## src/rtl/mac_pkg.sv

```systemverilog
// mac_pkg: shared constants, FSM state encoding and width checks for the
// tiled multiply-accumulate unit.
//   TILE_W     : tile width in bits (one 8x8 product per cycle)
//   DEF_W      : default operand width
//   DEF_ACC_W  : default accumulator width
//   state_t    : IDLE / MUL / ACC / DONE
//   widths_ok  : elaboration-time legality check for (W, ACC_W)
package mac_pkg;

    localparam int unsigned TILE_W    = 8;
    localparam int unsigned DEF_W     = 16;
    localparam int unsigned DEF_ACC_W = 36;

    typedef enum logic [1:0] {
        IDLE = 2'd0,
        MUL  = 2'd1,
        ACC  = 2'd2,
        DONE = 2'd3
    } state_t;

    // Operands must be whole tiles and the accumulator must hold a full product.
    function automatic bit widths_ok(input int unsigned w, input int unsigned acc_w);
        return (w >= TILE_W) && ((w % TILE_W) == 0) && (acc_w >= 2 * w);
    endfunction

endpackage

```

## src/rtl/mac_tile8x8.sv

```systemverilog
// mac_tile8x8: combinational 8x8 unsigned multiplier, Wallace-tree reduction
// of the eight partial-product rows with 3:2 compressors, then one final add.
// Ports:
//   i_a      [7:0]  multiplicand tile
//   i_b      [7:0]  multiplier tile
//   o_prod_c [15:0] i_a * i_b (combinational)
module mac_tile8x8
    import mac_pkg::*;
(
    input  logic [TILE_W-1:0]   i_a,
    input  logic [TILE_W-1:0]   i_b,
    output logic [2*TILE_W-1:0] o_prod_c
);

    localparam int unsigned PW = 2 * TILE_W;

    // 3:2 carry-save compressor on whole rows; returns {carry, sum}.
    // Carries beyond bit PW-1 are dropped: the true product fits in PW bits.
    function automatic logic [2*PW-1:0] csa(input logic [PW-1:0] x,
                                            input logic [PW-1:0] y,
                                            input logic [PW-1:0] z);
        logic [PW-1:0] s;
        logic [PW-1:0] c;
        s = x ^ y ^ z;
        c = ((x & y) | (x & z) | (y & z)) << 1;
        return {c, s};
    endfunction

    logic [PW-1:0] w_pp [TILE_W];

    for (genvar k = 0; k < TILE_W; k++) begin : g_pp
        assign w_pp[k] = i_b[k] ? (PW'(i_a) << k) : '0;
    end

    logic [PW-1:0] w_s0, w_c0, w_s1, w_c1;
    logic [PW-1:0] w_s2, w_c2, w_s3, w_c3;
    logic [PW-1:0] w_s4, w_c4, w_s5, w_c5;

    // Layer 1: 8 rows -> 6
    assign {w_c0, w_s0} = csa(w_pp[0], w_pp[1], w_pp[2]);
    assign {w_c1, w_s1} = csa(w_pp[3], w_pp[4], w_pp[5]);
    // Layer 2: 6 rows -> 4
    assign {w_c2, w_s2} = csa(w_s0, w_c0, w_s1);
    assign {w_c3, w_s3} = csa(w_c1, w_pp[6], w_pp[7]);
    // Layer 3: 4 rows -> 3
    assign {w_c4, w_s4} = csa(w_s2, w_c2, w_s3);
    // Layer 4: 3 rows -> 2
    assign {w_c5, w_s5} = csa(w_s4, w_c4, w_c3);

    assign o_prod_c = w_s5 + w_c5;

endmodule

```

## src/rtl/mac_tiled_acc.sv

```systemverilog
// mac_tiled_acc: multi-cycle unsigned multiply-accumulate. Each W-bit operand
// is split into 8-bit tiles; one tile product per cycle is shift-added into a
// 2W-bit product register, which is then folded into a sticky accumulator.
// Build option: define MAC_SAT_EN to saturate out_acc on overflow instead of
// wrapping (handshake timing is identical in both builds).
// Ports:
//   clk, rst_n            clock (rising edge), async active-low reset
//   in_valid / in_ready   operand handshake
//   in_a, in_b  [W]       unsigned operands, latched on acceptance
//   in_clr                start a new accumulation (acc := a*b)
//   out_valid / out_ready result handshake
//   out_acc     [ACC_W]   accumulator
//   out_ovf               sticky overflow since last clear
module mac_tiled_acc
    import mac_pkg::*;
#(
    parameter int unsigned W     = DEF_W,
    parameter int unsigned ACC_W = DEF_ACC_W
) (
    input  logic             clk,
    input  logic             rst_n,
    input  logic             in_valid,
    output logic             in_ready,
    input  logic [W-1:0]     in_a,
    input  logic [W-1:0]     in_b,
    input  logic             in_clr,
    output logic             out_valid,
    input  logic             out_ready,
    output logic [ACC_W-1:0] out_acc,
    output logic             out_ovf
);

    localparam int unsigned N     = W / TILE_W;
    localparam int unsigned IDX_W = (N > 1) ? $clog2(N) : 1;
    localparam int unsigned PW    = 2 * W;

    if (!widths_ok(W, ACC_W)) begin : g_cfg_err
        $error("mac_tiled_acc: W must be a multiple of 8 (>= 8) and ACC_W >= 2*W");
    end

    state_t           r_state;
    logic [W-1:0]     r_a;
    logic [W-1:0]     r_b;
    logic             r_clr;
    logic [PW-1:0]    r_prod;
    logic [IDX_W-1:0] r_i;
    logic [IDX_W-1:0] r_j;

    logic [TILE_W-1:0]   w_a_tile;
    logic [TILE_W-1:0]   w_b_tile;
    logic [2*TILE_W-1:0] w_tile_p;
    logic [PW-1:0]       w_tile_sh;
    logic                w_last_j;
    logic                w_last_i;
    logic [ACC_W-1:0]    w_base;
    logic [ACC_W:0]      w_sum;
    logic [ACC_W-1:0]    w_acc_next;

    // Tile selection and weighting for the current (i, j) pair.
    assign w_a_tile  = TILE_W'(r_a >> (TILE_W * 32'(r_i)));
    assign w_b_tile  = TILE_W'(r_b >> (TILE_W * 32'(r_j)));
    assign w_tile_sh = PW'(w_tile_p) << (TILE_W * (32'(r_i) + 32'(r_j)));
    assign w_last_j  = (r_j == IDX_W'(N - 1));
    assign w_last_i  = (r_i == IDX_W'(N - 1));

    mac_tile8x8 u_tile (
        .i_a      (w_a_tile),
        .i_b      (w_b_tile),
        .o_prod_c (w_tile_p)
    );

    // Accumulate with one guard bit; the guard bit is the overflow flag.
    assign w_base = r_clr ? '0 : out_acc;
    assign w_sum  = (ACC_W+1)'(w_base) + (ACC_W+1)'(r_prod);

    always_comb begin
        w_acc_next = w_sum[ACC_W-1:0];
`ifdef MAC_SAT_EN
        if (w_sum[ACC_W]) begin
            w_acc_next = '1;
        end
`endif
    end

    // Control FSM with registered handshake outputs.
    always_ff @(posedge clk or negedge rst_n) begin
        if (!rst_n) begin
            r_state   <= IDLE;
            in_ready  <= 1'b1;
            out_valid <= 1'b0;
            out_acc   <= '0;
            out_ovf   <= 1'b0;
            r_prod    <= '0;
            r_i       <= '0;
            r_j       <= '0;
            r_a       <= '0;
            r_b       <= '0;
            r_clr     <= 1'b0;
        end else begin
            case (r_state)
                IDLE: begin
                    if (in_valid && in_ready) begin
                        r_a      <= in_a;
                        r_b      <= in_b;
                        r_clr    <= in_clr;
                        r_prod   <= '0;
                        r_i      <= '0;
                        r_j      <= '0;
                        in_ready <= 1'b0;
                        r_state  <= MUL;
                    end
                end
                MUL: begin
                    r_prod <= r_prod + w_tile_sh;
                    // j is the inner index; i advances when j wraps.
                    if (w_last_j) begin
                        r_j <= '0;
                        if (w_last_i) begin
                            r_i     <= '0;
                            r_state <= ACC;
                        end else begin
                            r_i <= r_i + IDX_W'(1);
                        end
                    end else begin
                        r_j <= r_j + IDX_W'(1);
                    end
                end
                ACC: begin
                    out_acc   <= w_acc_next;
                    out_ovf   <= (r_clr ? 1'b0 : out_ovf) | w_sum[ACC_W];
                    out_valid <= 1'b1;
                    r_state   <= DONE;
                end
                DONE: begin
                    if (out_ready) begin
                        out_valid <= 1'b0;
                        in_ready  <= 1'b1;
                        r_state   <= IDLE;
                    end
                end
                default: begin
                    r_state   <= IDLE;
                    in_ready  <= 1'b1;
                    out_valid <= 1'b0;
                end
            endcase
        end
    end

endmodule

```

## config.mk

```make
export PLATFORM = sky130hd
export DESIGN_NAME = mac_tiled_acc
export DESIGN_NICKNAME = d
export VERILOG_FILES = /design/src/rtl/mac_pkg.sv /design/src/rtl/mac_tile8x8.sv /design/src/rtl/mac_tiled_acc.sv
export SDC_FILE = /design/constraint.sdc
export NUM_CORES = 1
export LEC_CHECK = 0
export BUFFER_PORTS_ARGS = -buffer_cell sky130_fd_sc_hd__buf_2
export CAP_MARGIN = 20
export CELL_PAD_IN_SITES_DETAIL_PLACEMENT = 0
export CELL_PAD_IN_SITES_GLOBAL_PLACEMENT = 1
export CORE_ASPECT_RATIO = 0.6
export CORE_MARGIN = 2
export CORE_UTILIZATION = 52
export DETAILED_ROUTE_END_ITERATION = 8
export PLACE_DENSITY = 0.95
export SLEW_MARGIN = 5
export SYNTH_ARGS = -nofsm -noshare
export SYNTH_HDL_FRONTEND = slang
export SYNTH_SLANG_ARGS = --single-unit
export TNS_END_PERCENT = 5
```

## constraint.sdc

```tcl
create_clock -name clk -period 14.23 [get_ports clk]
set_input_delay 2.1345 -clock clk [delete_from_list [all_inputs] [get_ports clk]]
set_output_delay 2.1345 -clock clk [all_outputs]
set_load 0.02 [all_outputs]
```

==> results.md <==
* Status: completed
* Mean Syn Cell Area at 9.06 sq um
* Post-synth top cells: dfrtp_1, nor2_1, ha_1, nand2_1, inv_1
* Setup Fix Bufs, Post-CTS at 0
* Htree depth at 3
* Grt ovf at 0
* Post-Route WL at 25,500 microns
* First-pass GRT wire length at 41,300 microns
* Hold Crit Class: flip-flop to flip-flop
* Most used cell, CP: fa_1
* Die Area at 20,600 sq um
* Number of global-route vias before repair at 7,794
* RSZ-0062 raised after global routing: no
* Area of the core at 19,000 sq um
* Seq/Total Area, Yosys at 0.268
* Row count at 39
* ANT nets after route at 0
* Final worst path period share at 0.562
* Count leader, synth: dfrtp_1
* DRC errors left at 0
* Gr usage total at 0.253
* Vias at 8,582
* DR pass1 iterations at 5
* Die H at 112 microns
* Fmax at 0.125 GHz
* Vias per inst at 6.06
* Fillers at 1,702
* Final setup vio count at 0
* Starting Density at 0.531
* Worst-skew pair later-pin latency at 370 ps
* Critical path endpoint category: flip-flop
* Worst setup path class: flip-flop to flip-flop
* DIE WIDTH at 184 microns
* IO Pins at 76
* Setup_tns at 0 ps
* Primary FF master, synth: dfrtp_1
* Crit-path slowest cell: dfrtp_1
* Dpl hpwl at 19,700 microns
* Startpoint types: flip-flop
* Crit path buf inv count at 2
* WP data arrival at 8220 ps
* Worst slew margin at 0.350
* Number of I/O port buffers at 75
* #FFs+latches synth at 108
* Initial DRC count at 686
* CTS tree: yes
* Fin. Hold Viols at 0
* Cells after synthesis at 1,115
* Delay of the slowest critical-path stage at 790 ps
* Cell accounting for the most synthesized area: dfrtp_1
* Largest net degree at the start of global routing at 56
* Crit Path Max Fanout at 17
* CTS Buffer Depth at 2
* Post-Route Skew at 12.8 ps
* Nets at 1,338
* WP data required at 14,460 ps
* Library cells used by synthesis at 79
* Fraction of registers with async set/reset at 1.00
* Inserted Diodes at 0
* Max cap viols at 0
* Worst-path clk slew at 80 ps
* Placer Congestion at 0.966
* Initial antenna violation count at 0
* Period minus WS final at 7990 ps
* Synth area leaders: dfrtp_1, ha_1, fa_1
* CTS Hold Bufs at 0
* Post-CTS sizing at 0
* EDFF count, synth at 0
* Clock Tree Root: clkbuf_16
* Transition time of the tightest slew-check pin at 975 ps
* Synth top area share at 0.265
* Post-synthesis net count at 1,287
* Pins Over Slew Limit at 0
* Synthesized area at 10,100 sq um
* Num CTS Buffers at 9
* Synth warn at 0
* Area growth, synth to finish at 8.44%
* Family with the most delay on the worst path: adder cells
* # clock sinks at 108
* Share of cells above drive strength 1 at 0.153
* DR WL/cell at 18.0 microns
## final timing paths
kind	end	slack (ps)	depth (start not counted)	from
setup / recovery	r_prod[30]	6240	27	r_j
hold / removal	out_valid	510	1	out_valid
setup reg to reg	r_prod[30]	6240	27	r_j
hold reg to reg	out_valid	510	1	out_valid
max in group asynchronous	out_acc[23]	11220	2	rst_n
min in group asynchronous	out_acc[34]	1790	1	rst_n
## layout by cell type (no fill, tap or decap), drive strengths merged, types with 7 or more instances in the layout
cell type,count
nand2,83
a21oi,68
xor2,31
a31oi,7
nor3,17
o21a,16
and2,11
buf,81
nor2,102
xnor2,29
mux2i,22
a22o,10
mux2,63
inv,70
and3,8
a211oi,9
fa,41
nor2b,46
nand3,23
nand2b,18
clkbuf,10
o21ai,67
o211ai,9
a21o,35
ha,94
dfrtp,107
## layer usage
metal	vias up	GRT usage	part of all wire
met5	-	0	0
li1	4066	-	-
met2	325	0.334	0.40
met4	0	0.0496	0.010
met1	4165	0.411	0.51
met3	26	0.0602	0.087
## area by class of cell
| cell class | count | area (sq um) | share of cell area |
|---|---|---|---|
| clock buffer | 10 | 229 | 0.0209 |
| timing repair buffer | 81 | 423 | 0.0386 |
| sequential | 108 | 2700 | 0.247 |
| inverter | 67 | 251 | 0.0229 |
| multi-input combinational | 899 | 6990 | 0.638 |
| tap | 246 | 308 | 0.0281 |
| clock inverter | 6 | 56.3 | 0.00514 |
## metrics by stage
step / area (sq um) / worst slack, ps / hold WS [ps] / std cells / util
2_1_floorplan: 10100 / 6950 / 479 / 1115 / -
3_3_place_gp: 10700 / 6630 / 482 / 1401 / 0.561
3_5_place_dp: 10700 / 6380 / 495 / 1401 / 0.561
4_1_cts: 11000 / 6360 / 514 / 1417 / 0.576
5_1_grt: 11000 / 5750 / 534 / 1417 / 0.576
6_report: 11000 / 6240 / 508 / 1417 / 0.576
## logic make-up after synthesis
kind of cell	count (synthesis)	share of synthesized area
XOR/XNOR	60	0.0520
multiplexers	85	0.0924
adder cells (fa/ha/maj)	135	0.198
flip-flops	108	0.268
buffers and inverters	108	0.0414
AO/OA/AOI/OAI	284	0.191
AND/OR/NAND/NOR	335	0.158
## sequential cells by signal, summed over array words and instances (netlist names)
signal	cells
r_b	16
r_a	16
r_state	2
r_clr	1
r_i	1
out_valid	1
r_prod	32
r_j	1
in_ready	1
out_ovf	1
out_acc	36
## worst register-to-register path, cell delays in order (launching register included)
cell      delay, ps
dfrtp_1         790
mux2i_1         770
nor2_1          170
fa_1            570
inv_1            50
fa_1            460
fa_1            510
fa_1            550
inv_1            40
ha_1            310
nor2b_1         160
o31a_1          270
o211ai_1        230
a21oi_1         170
nor3_1          250
xor2_1          230
mux2_2          190
nor2_1           40
ha_1            400
a21oi_1         180
o21ai_1          80
o41ai_1         350
o21a_1          160
o31ai_1         100
a311o_1         430
a21oi_1         190
xor2_1          160
o21ai_1          70
Power is not shown: default switching activity piles up to over one toggle a cycle in this logic, so the estimate is an artifact.
